### config.mk
export PLATFORM = sky130hd
export DESIGN_NAME = vga_mode_sequencer_flat
export DESIGN_NICKNAME = d
export VERILOG_FILES = /design/src/rtl/vga_mode_sequencer_if.sv /design/src/rtl/vga_mode_sequencer.sv /design/src/flat_wrapper.sv
export SDC_FILE = /design/constraint.sdc
export NUM_CORES = 1
export LEC_CHECK = 0
export BUFFER_PORTS_ARGS = -buffer_cell sky130_fd_sc_hd__buf_2
export CELL_PAD_IN_SITES_DETAIL_PLACEMENT = 1
export CELL_PAD_IN_SITES_GLOBAL_PLACEMENT = 2
export CORE_AREA = 3 3 172 208
export DETAILED_ROUTE_END_ITERATION = 12
export DIE_AREA = 0 0 175 211
export GPL_ROUTABILITY_DRIVEN = 0
export PLACE_DENSITY = 0.88
export SLEW_MARGIN = 40
export SYNTH_ARGS = -nofsm -noshare
export SYNTH_HDL_FRONTEND = slang
export SYNTH_SLANG_ARGS = --single-unit
export TNS_END_PERCENT = 1
### constraint.sdc
create_clock -name pixel_clk -period 4 [get_ports pixel_clk]
set_input_delay 0.6 -clock pixel_clk [delete_from_list [all_inputs] [get_ports pixel_clk]]
set_output_delay 0.6 -clock pixel_clk [all_outputs]
set_load 0.01 [all_outputs]
### src/rtl/vga_mode_sequencer_if.sv
// Mode-change handshake between a host controller and vga_mode_sequencer.
//   Mode_Sel    : requested mode index (host -> sequencer)
//   Mode_Req    : request strobe, sampled only while Busy is low
//   Mode_Ack    : one-cycle completion pulse (sequencer -> host)
//   Busy        : mode change in progress
//   Active_Mode : mode currently driven to the timing generator
interface vga_mode_sequencer_if;
  logic [1:0] Mode_Sel;
  logic       Mode_Req;
  logic       Mode_Ack;
  logic       Busy;
  logic [1:0] Active_Mode;

  modport master (
    output Mode_Sel, Mode_Req,
    input  Mode_Ack, Busy, Active_Mode
  );

  modport slave (
    input  Mode_Sel, Mode_Req,
    output Mode_Ack, Busy, Active_Mode
  );
endinterface

### src/rtl/vga_mode_sequencer.sv
// Run-time controller for the VGA timing generator.
// Holds a fixed four-entry video mode table and drives the generator's timing
// and colour inputs. Mode changes arrive over a req/ack handshake, are applied
// on a frame boundary (rising edge of VGA_VS_In) and followed by SETTLE_FRAMES
// frames of blanked output. Colours are double-buffered and committed once per
// frame.
// Ports:
//   pixel_clk, reset           : clock and synchronous active-high reset
//   mode_if (slave)            : Mode_Sel/Mode_Req in, Mode_Ack/Busy/Active_Mode out
//   VGA_VS_In                  : vertical sync from the timing generator
//   Color_Wr, In/Out_Color_Wdata : shadow colour write, {G[5:0],B[4:0],R[4:0]}
//   H_* / V_*                  : registered 32-bit timing values
//   InImage_Color, OutImage_Color : committed colours (0 while Blank)
//   Blank                      : high during the post-switch settle period
module vga_mode_sequencer #(
  parameter int unsigned SETTLE_FRAMES = 2,
  parameter int unsigned DEFAULT_MODE  = 0
) (
  input  logic                  pixel_clk,
  input  logic                  reset,
  vga_mode_sequencer_if.slave   mode_if,
  input  logic                  VGA_VS_In,
  input  logic                  Color_Wr,
  input  logic [15:0]           In_Color_Wdata,
  input  logic [15:0]           Out_Color_Wdata,
  output logic [31:0]           H_Sync,
  output logic [31:0]           H_BP,
  output logic [31:0]           H_FP,
  output logic [31:0]           H_Range,
  output logic [31:0]           H_LR_Border,
  output logic [31:0]           V_Sync,
  output logic [31:0]           V_BP,
  output logic [31:0]           V_FP,
  output logic [31:0]           V_Range,
  output logic [31:0]           V_TB_Border,
  output logic [15:0]           InImage_Color,
  output logic [15:0]           OutImage_Color,
  output logic                  Blank
);

  localparam logic [1:0]  DEF_MODE  = 2'(DEFAULT_MODE);
  localparam logic [15:0] IN_RESET  = 16'h001F;
  localparam logic [15:0] OUT_RESET = 16'h0000;

  typedef struct packed {
    logic [31:0] h_sync;
    logic [31:0] h_bp;
    logic [31:0] h_fp;
    logic [31:0] h_range;
    logic [31:0] h_border;
    logic [31:0] v_sync;
    logic [31:0] v_bp;
    logic [31:0] v_fp;
    logic [31:0] v_range;
    logic [31:0] v_border;
  } timing_t;

  typedef enum logic [1:0] {IDLE, WAIT_FRAME, SETTLE} state_t;

  function automatic timing_t mode_timing(input logic [1:0] m);
    timing_t t;
    case (m)
      2'd0:    t = '{32'd96,  32'd48,  32'd16,  32'd640,  32'd0, 32'd2, 32'd33, 32'd10, 32'd480, 32'd0};
      2'd1:    t = '{32'd128, 32'd88,  32'd40,  32'd800,  32'd0, 32'd4, 32'd23, 32'd1,  32'd600, 32'd0};
      2'd2:    t = '{32'd136, 32'd160, 32'd24,  32'd1024, 32'd0, 32'd6, 32'd29, 32'd3,  32'd768, 32'd0};
      default: t = '{32'd40,  32'd220, 32'd110, 32'd1280, 32'd0, 32'd5, 32'd20, 32'd5,  32'd720, 32'd0};
    endcase
    return t;
  endfunction

  state_t      state;
  timing_t     timing_q;
  logic [1:0]  pend_mode;
  logic [1:0]  active_q;
  logic        busy_q;
  logic        ack_q;
  logic        blank_q;
  logic        blank_d;
  logic [31:0] settle_cnt;
  logic [31:0] settle_inc;
  logic        settle_last;
  logic        vs_q;
  logic        fe;

  logic [15:0] in_shadow, out_shadow;
  logic [15:0] in_commit, out_commit;
  logic [15:0] in_commit_d, out_commit_d;

  assign fe          = VGA_VS_In & ~vs_q;
  assign settle_inc  = settle_cnt + 32'd1;
  assign settle_last = (settle_inc == SETTLE_FRAMES);

  // Blank's next value is shared with the colour path so the colour outputs
  // go black on the same edge that loads the new timing.
  always_comb begin
    blank_d = blank_q;
    if (state == WAIT_FRAME && fe)
      blank_d = (SETTLE_FRAMES != 0);
    else if (state == SETTLE && fe && settle_last)
      blank_d = 1'b0;
  end

  always_ff @(posedge pixel_clk) begin
    if (reset) vs_q <= 1'b0;
    else       vs_q <= VGA_VS_In;
  end

  always_ff @(posedge pixel_clk) begin
    if (reset) begin
      state      <= IDLE;
      timing_q   <= mode_timing(DEF_MODE);
      pend_mode  <= DEF_MODE;
      active_q   <= DEF_MODE;
      busy_q     <= 1'b0;
      ack_q      <= 1'b0;
      blank_q    <= 1'b0;
      settle_cnt <= '0;
    end else begin
      ack_q   <= 1'b0;
      blank_q <= blank_d;
      case (state)
        IDLE: begin
          if (mode_if.Mode_Req) begin
            if (mode_if.Mode_Sel == active_q) begin
              ack_q <= 1'b1;
            end else begin
              pend_mode <= mode_if.Mode_Sel;
              busy_q    <= 1'b1;
              state     <= WAIT_FRAME;
            end
          end
        end
        WAIT_FRAME: begin
          if (fe) begin
            timing_q   <= mode_timing(pend_mode);
            active_q   <= pend_mode;
            settle_cnt <= '0;
            if (SETTLE_FRAMES == 0) begin
              busy_q <= 1'b0;
              ack_q  <= 1'b1;
              state  <= IDLE;
            end else begin
              state  <= SETTLE;
            end
          end
        end
        SETTLE: begin
          if (fe) begin
            settle_cnt <= settle_inc;
            if (settle_last) begin
              busy_q <= 1'b0;
              ack_q  <= 1'b1;
              state  <= IDLE;
            end
          end
        end
        default: state <= IDLE;
      endcase
    end
  end

  // Commit sees the pre-write shadow when Color_Wr and fe coincide.
  assign in_commit_d  = fe ? in_shadow  : in_commit;
  assign out_commit_d = fe ? out_shadow : out_commit;

  always_ff @(posedge pixel_clk) begin
    if (reset) begin
      in_shadow      <= IN_RESET;
      out_shadow     <= OUT_RESET;
      in_commit      <= IN_RESET;
      out_commit     <= OUT_RESET;
      InImage_Color  <= IN_RESET;
      OutImage_Color <= OUT_RESET;
    end else begin
      if (Color_Wr) begin
        in_shadow  <= In_Color_Wdata;
        out_shadow <= Out_Color_Wdata;
      end
      in_commit      <= in_commit_d;
      out_commit     <= out_commit_d;
      InImage_Color  <= blank_d ? '0 : in_commit_d;
      OutImage_Color <= blank_d ? '0 : out_commit_d;
    end
  end

  assign mode_if.Mode_Ack    = ack_q;
  assign mode_if.Busy        = busy_q;
  assign mode_if.Active_Mode = active_q;
  assign Blank               = blank_q;

  assign H_Sync      = timing_q.h_sync;
  assign H_BP        = timing_q.h_bp;
  assign H_FP        = timing_q.h_fp;
  assign H_Range     = timing_q.h_range;
  assign H_LR_Border = timing_q.h_border;
  assign V_Sync      = timing_q.v_sync;
  assign V_BP        = timing_q.v_bp;
  assign V_FP        = timing_q.v_fp;
  assign V_Range     = timing_q.v_range;
  assign V_TB_Border = timing_q.v_border;

endmodule
### src/flat_wrapper.sv
// flat-port wrapper written by rule: the top's interface ports become plain ports
module vga_mode_sequencer_flat 
#(
  parameter int unsigned SETTLE_FRAMES = 2,
  parameter int unsigned DEFAULT_MODE  = 0
)
  (pixel_clk, reset, VGA_VS_In, Color_Wr, In_Color_Wdata, Out_Color_Wdata, H_Sync, H_BP, H_FP, H_Range, H_LR_Border, V_Sync, V_BP, V_FP, V_Range, V_TB_Border, InImage_Color, OutImage_Color, Blank, mode_if_Mode_Sel, mode_if_Mode_Req, mode_if_Mode_Ack, mode_if_Busy, mode_if_Active_Mode);
  vga_mode_sequencer_if mode_if_i ();
  input  logic pixel_clk;
  input  logic reset;
  input  logic VGA_VS_In;
  input  logic Color_Wr;
  input  logic [15:0] In_Color_Wdata;
  input  logic [15:0] Out_Color_Wdata;
  output logic [31:0] H_Sync;
  output logic [31:0] H_BP;
  output logic [31:0] H_FP;
  output logic [31:0] H_Range;
  output logic [31:0] H_LR_Border;
  output logic [31:0] V_Sync;
  output logic [31:0] V_BP;
  output logic [31:0] V_FP;
  output logic [31:0] V_Range;
  output logic [31:0] V_TB_Border;
  output logic [15:0] InImage_Color;
  output logic [15:0] OutImage_Color;
  output logic Blank;
  input wire logic [$bits(mode_if_i.Mode_Sel)-1:0] mode_if_Mode_Sel;
  input wire logic [$bits(mode_if_i.Mode_Req)-1:0] mode_if_Mode_Req;
  output wire logic [$bits(mode_if_i.Mode_Ack)-1:0] mode_if_Mode_Ack;
  output wire logic [$bits(mode_if_i.Busy)-1:0] mode_if_Busy;
  output wire logic [$bits(mode_if_i.Active_Mode)-1:0] mode_if_Active_Mode;
  assign mode_if_i.Mode_Sel = mode_if_Mode_Sel;
  assign mode_if_i.Mode_Req = mode_if_Mode_Req;
  assign mode_if_Mode_Ack = mode_if_i.Mode_Ack;
  assign mode_if_Busy = mode_if_i.Busy;
  assign mode_if_Active_Mode = mode_if_i.Active_Mode;
  vga_mode_sequencer #(.SETTLE_FRAMES(SETTLE_FRAMES), .DEFAULT_MODE(DEFAULT_MODE)) u_core (.pixel_clk(pixel_clk), .reset(reset), .mode_if(mode_if_i), .VGA_VS_In(VGA_VS_In), .Color_Wr(Color_Wr), .In_Color_Wdata(In_Color_Wdata), .Out_Color_Wdata(Out_Color_Wdata), .H_Sync(H_Sync), .H_BP(H_BP), .H_FP(H_FP), .H_Range(H_Range), .H_LR_Border(H_LR_Border), .V_Sync(V_Sync), .V_BP(V_BP), .V_FP(V_FP), .V_Range(V_Range), .V_TB_Border(V_TB_Border), .InImage_Color(InImage_Color), .OutImage_Color(OutImage_Color), .Blank(Blank));
endmodule
==> Flow_metrics.wiki <==
{| class="wikitable"
! Metric !! Value
|-
| Sequential cell area fraction in the yosys report || 34.5%
|-
| Switching Share || 31.4%
|-
| Post-route fraction of the period consumed by the critical path || 91.2%
|-
| Clk pwr share || 38.4%
|-
| Critical path cell sequence || ha_1 > and3_1 > nand4_1 > buf_4 > nor3_1 > xnor2_1 > nand4_1 > nor4_4 > o21ai_2 > buf_4 > nor2b_1
|-
| Power density over the cells || 442 mW/mm^2
|-
| Setup Total Neg Slack || 0 ns
|-
| Area of the placeable core || 0.0339 mm^2
|-
| Maximum clock insertion buffer count || 2
|-
| Most common cell after layout, fill and taps aside || sky130_fd_sc_hd__conb_1
|-
| Antenna violations before repair || 0
|-
| Kind of start point of the critical path || flip-flop
|-
| Number of DRC violations after detailed routing || 0
|-
| Worst Path Arrival || 3.95 ns
|-
| Avg Vias per Cell || 3.98
|-
| Number of sinks driven by the clock tree || 151
|-
| All-Layer GR Usage || 10.5%
|-
| Wire length per cell after detailed routing || 12.9 um
|-
| Transition time at the pin with the least slew margin || 0.760 ns
|-
| Final wirelength || 20400 um
|-
| Top post-synthesis cells by area || sky130_fd_sc_hd__dfxtp_1 (34%), sky130_fd_sc_hd__buf_4 (26%), sky130_fd_sc_hd__mux2i_1 (4.2%)
|-
| Worst setup slack before clock tree synthesis || 0.362 ns
|-
| Combinational fraction of design power || 20.9%
|-
| Share of post-route cells with drive strength above 1 || 15.3%
|-
| Library cells used by synthesis || 56
|-
| Clock insertion delay at the later pin of the skew report || 0.43 ns
|-
| Count of flip-flops with a built-in enable after synthesis || 0
|-
| Largest stage delay on the critical path || 0.61 ns
|-
| Cells after Synth || 1047
|-
| Area added between synthesis and finish || 3.89%
|-
| Post-DP HPWL || 14900 um
|-
| Placement Cell Area || 0.00854 mm^2
|-
| Clock slew seen by the registers of the worst setup and hold paths || 0.06 ns
|-
| Cts-stage hold buffer count || 0
|-
| Final setup violation count || 0
|-
| Max-cap violations || 0
|-
| Critical path class || reg -> reg
|-
| CTS tree || built
|-
| CP max stage cell || sky130_fd_sc_hd__o21ai_2
|-
| Deepest level of the CTS H-tree || 4
|-
| Final non-filler cell area || 0.00911 mm^2
|-
| Switching power || 0.00126 W
|-
| Area of the mapped netlist || 0.00877 mm^2
|-
| Async S/R FF share, synth || 0%
|-
| Post-Syn Area per Cell || 8.38 um^2
|-
| Most used flip-flop cell after synthesis || sky130_fd_sc_hd__dfxtp_1
|-
| Final Critical Period || 3.65 ns
|-
| Clock skew || 0.00882 ns
|-
| First-pass iteration count of the detailed router || 5
|-
| Clock root buffer || sky130_fd_sc_hd__clkbuf_16
|-
| Number of clock buffers inserted by TritonCTS || 17
|-
| Required @ worst endpoint || 4.31 ns
|-
| Leading cell types in the layout, fill and taps excluded || sky130_fd_sc_hd__conb_1 (279), sky130_fd_sc_hd__dfxtp_1 (150), sky130_fd_sc_hd__buf_2 (114)
|-
| Final design utilization || 26.9%
|-
| Number of port buffers || 116
|-
| CP delay by family, top || simple AND/OR/NAND/NOR gates
|-
| Width of the die || 175 um
|-
| Die outline area || 0.0369 mm^2
|-
| Timing-limited maximum frequency || 274 MHz
|-
| Worst-path fanout max || 17
|-
| Max-slew violations || 0
|-
| Maximum resistive drop on vdd || 0.254 mV
|-
| Die height || 211 um
|-
| Setup repair after global routing missed its margin || no
|-
| Inserted Diodes || 0
|-
| Worst Hold Class || in -> reg
|-
| Slew Limit Headroom || 49.4%
|-
| Antenna Violating Nets Remaining || 0
|-
| Layout Nets || 1162
|-
| Global-route wire length before repair || 32000 um
|-
| Final-layout fill cell count || 4236
|-
| Starting density of the core || 25.9%
|-
| Internal power || 0.00276 W
|-
| Result of the run || finished clean
|-
| Critical path buffer and inverter count || 2
|-
| Global-route congestion overflow total || 0
|-
| Synthesis-stage register bit count || 151
|-
| Number of global-route vias before repair || 6256
|-
| Endpoint class of the critical path || flip-flop
|-
| Top cell type by total area after synthesis || sky130_fd_sc_hd__dfxtp_1
|-
| Number of warning messages in the yosys log || 0
|-
| Final Hold Fails || 0
|-
| Total via count in the routed design || 6287
|-
| Area share of the largest cell type after synthesis || 34.5%
|-
| Drt initial violations || 250
|-
| Number of top-level design ports || 396
|-
| Total number of placement rows || 74
|-
| Maximum number of pins on one net before global-route repair || 93
|-
| Post-route worst setup slack || 0.353 ns
|-
| Standby leakage power || 4.16 nW
|-
| Relative contribution of sequential cells to total power || 40.7%
|}
-- power groups by stage --
stage	sequential, W	combinational [W]	clock, W
2_1_floorplan	0.00168	0.000831	0
4_1_cts	0.00164	0.000844	0.00159
6_report	0.00164	0.000842	0.00155
5_1_grt	0.00165	0.000935	0.00166
3_5_place_dp	0.00167	0.000838	0
3_3_place_gp	0.00167	0.000820	0
-- kinds of logic after synthesis --
family	share of synthesized area [%]
mux	4.22
simple gates	19.3
other cells	0.0427
compound gates	10.1
flops	34.5
buf+inv	29.1
xor+xnor	1.20
fa+ha+maj	1.57
-- cell usage after synthesis (6+ instances only) --
master / number
sky130_fd_sc_hd__a21oi_1: 64
sky130_fd_sc_hd__nand2b_1: 12
sky130_fd_sc_hd__a211o_1: 12
sky130_fd_sc_hd__and4_1: 10
sky130_fd_sc_hd__nand2_1: 93
sky130_fd_sc_hd__nor2b_1: 43
sky130_fd_sc_hd__a21o_1: 15
sky130_fd_sc_hd__buf_1: 6
sky130_fd_sc_hd__nor2_1: 73
sky130_fd_sc_hd__clkbuf_1: 34
sky130_fd_sc_hd__nor4_1: 6
sky130_fd_sc_hd__nor3_1: 28
sky130_fd_sc_hd__ha_1: 11
sky130_fd_sc_hd__o21ai_0: 16
sky130_fd_sc_hd__o21a_1: 6
sky130_fd_sc_hd__xnor2_1: 11
sky130_fd_sc_hd__buf_2: 10
sky130_fd_sc_hd__mux2i_1: 37
sky130_fd_sc_hd__buf_4: 307
sky130_fd_sc_hd__inv_1: 9
sky130_fd_sc_hd__dfxtp_1: 151
sky130_fd_sc_hd__nand3_1: 16
sky130_fd_sc_hd__nand4_1: 12
-- registers in the layout, indices dropped and copies added, names as in the netlist --
register                    count
u_core.mode_if.Active_Mode      2
u_core.Blank                    1
u_core.settle_cnt              32
u_core.V_Sync                   2
u_core.V_BP                     4
u_core.H_Sync                   3
u_core.out_commit              16
u_core.in_commit               16
u_core.pend_mode                2
u_core.out_shadow              16
u_core.in_shadow               16
u_core.InImage_Color           16
u_core.OutImage_Color          16
u_core.H_BP                     1
u_core.mode_if.Mode_Ack         1
u_core.mode_if.Busy             1
u_core.state                    2
u_core.H_Range                  3
u_core.vs_q                     1
-- layer usage --
layer	part of all wire, %	GRT usage [%]	vias to the layer above
met4	1.4	3.39	0
li1	-	-	3016
met5	0	0	-
met3	6.8	2.16	23
met1	41	12.2	2974
met2	51	19.3	274
-- timing repair --
| item | 4_1_cts | 5_1_grt |
|---|---|---|
| buffers inserted | 0 | 0 |
| endpoints found under the setup margin | 0 | 11 |
| gates resized for setup | 0 | 1 |
-- metrics by stage --
step / hold WS [ns] / total power (W) / instances
3_3_place_gp: 0.440 / 0.00249 / 1549
5_1_grt: 0.374 / 0.00425 / 1581
6_report: 0.383 / 0.00403 / 1581
2_1_floorplan: 0.434 / 0.00251 / 1325
4_1_cts: 0.365 / 0.00408 / 1581
3_5_place_dp: 0.447 / 0.00251 / 1549
-- area by class of cell --
type | count | area, um^2 | share of cell area, %
timing repair buffer | 127 | 672 | 7.37
clock inverter | 12 | 116 | 1.28
sequential | 151 | 3020 | 33.2
inverter | 9 | 33.8 | 0.371
multi-input combinational | 806 | 4240 | 46.5
tap | 456 | 571 | 6.26
clock buffer | 20 | 457 | 5.01
-- worst reg2reg max path: cells and delay by family, from the launching register on --
| kind | cells | cell delay [ns] |
|---|---|---|
| AND/OR/NAND/NOR | 6 | 1.35 |
| AO/OA/AOI/OAI | 1 | 0.61 |
| buffers and inverters | 2 | 0.59 |
| flip-flops | 1 | 0.49 |
| adder cells (fa/ha/maj) | 1 | 0.34 |
| XOR/XNOR | 1 | 0.14 |
-- final timing paths --
path	startpoint	endpoint	slack (ns)	cells after the start
worst max-delay path	u_core.settle_cnt[1]	u_core.OutImage_Color[15]	0.35	11
worst min-delay path	In_Color_Wdata[0]	u_core.in_shadow[0]	0.38	2
worst max register to register	u_core.settle_cnt[1]	u_core.OutImage_Color[15]	0.35	11
worst min register to register	u_core.out_commit[11]	u_core.out_commit[11]	0.46	2
Power figures use the tool's default switching activity.
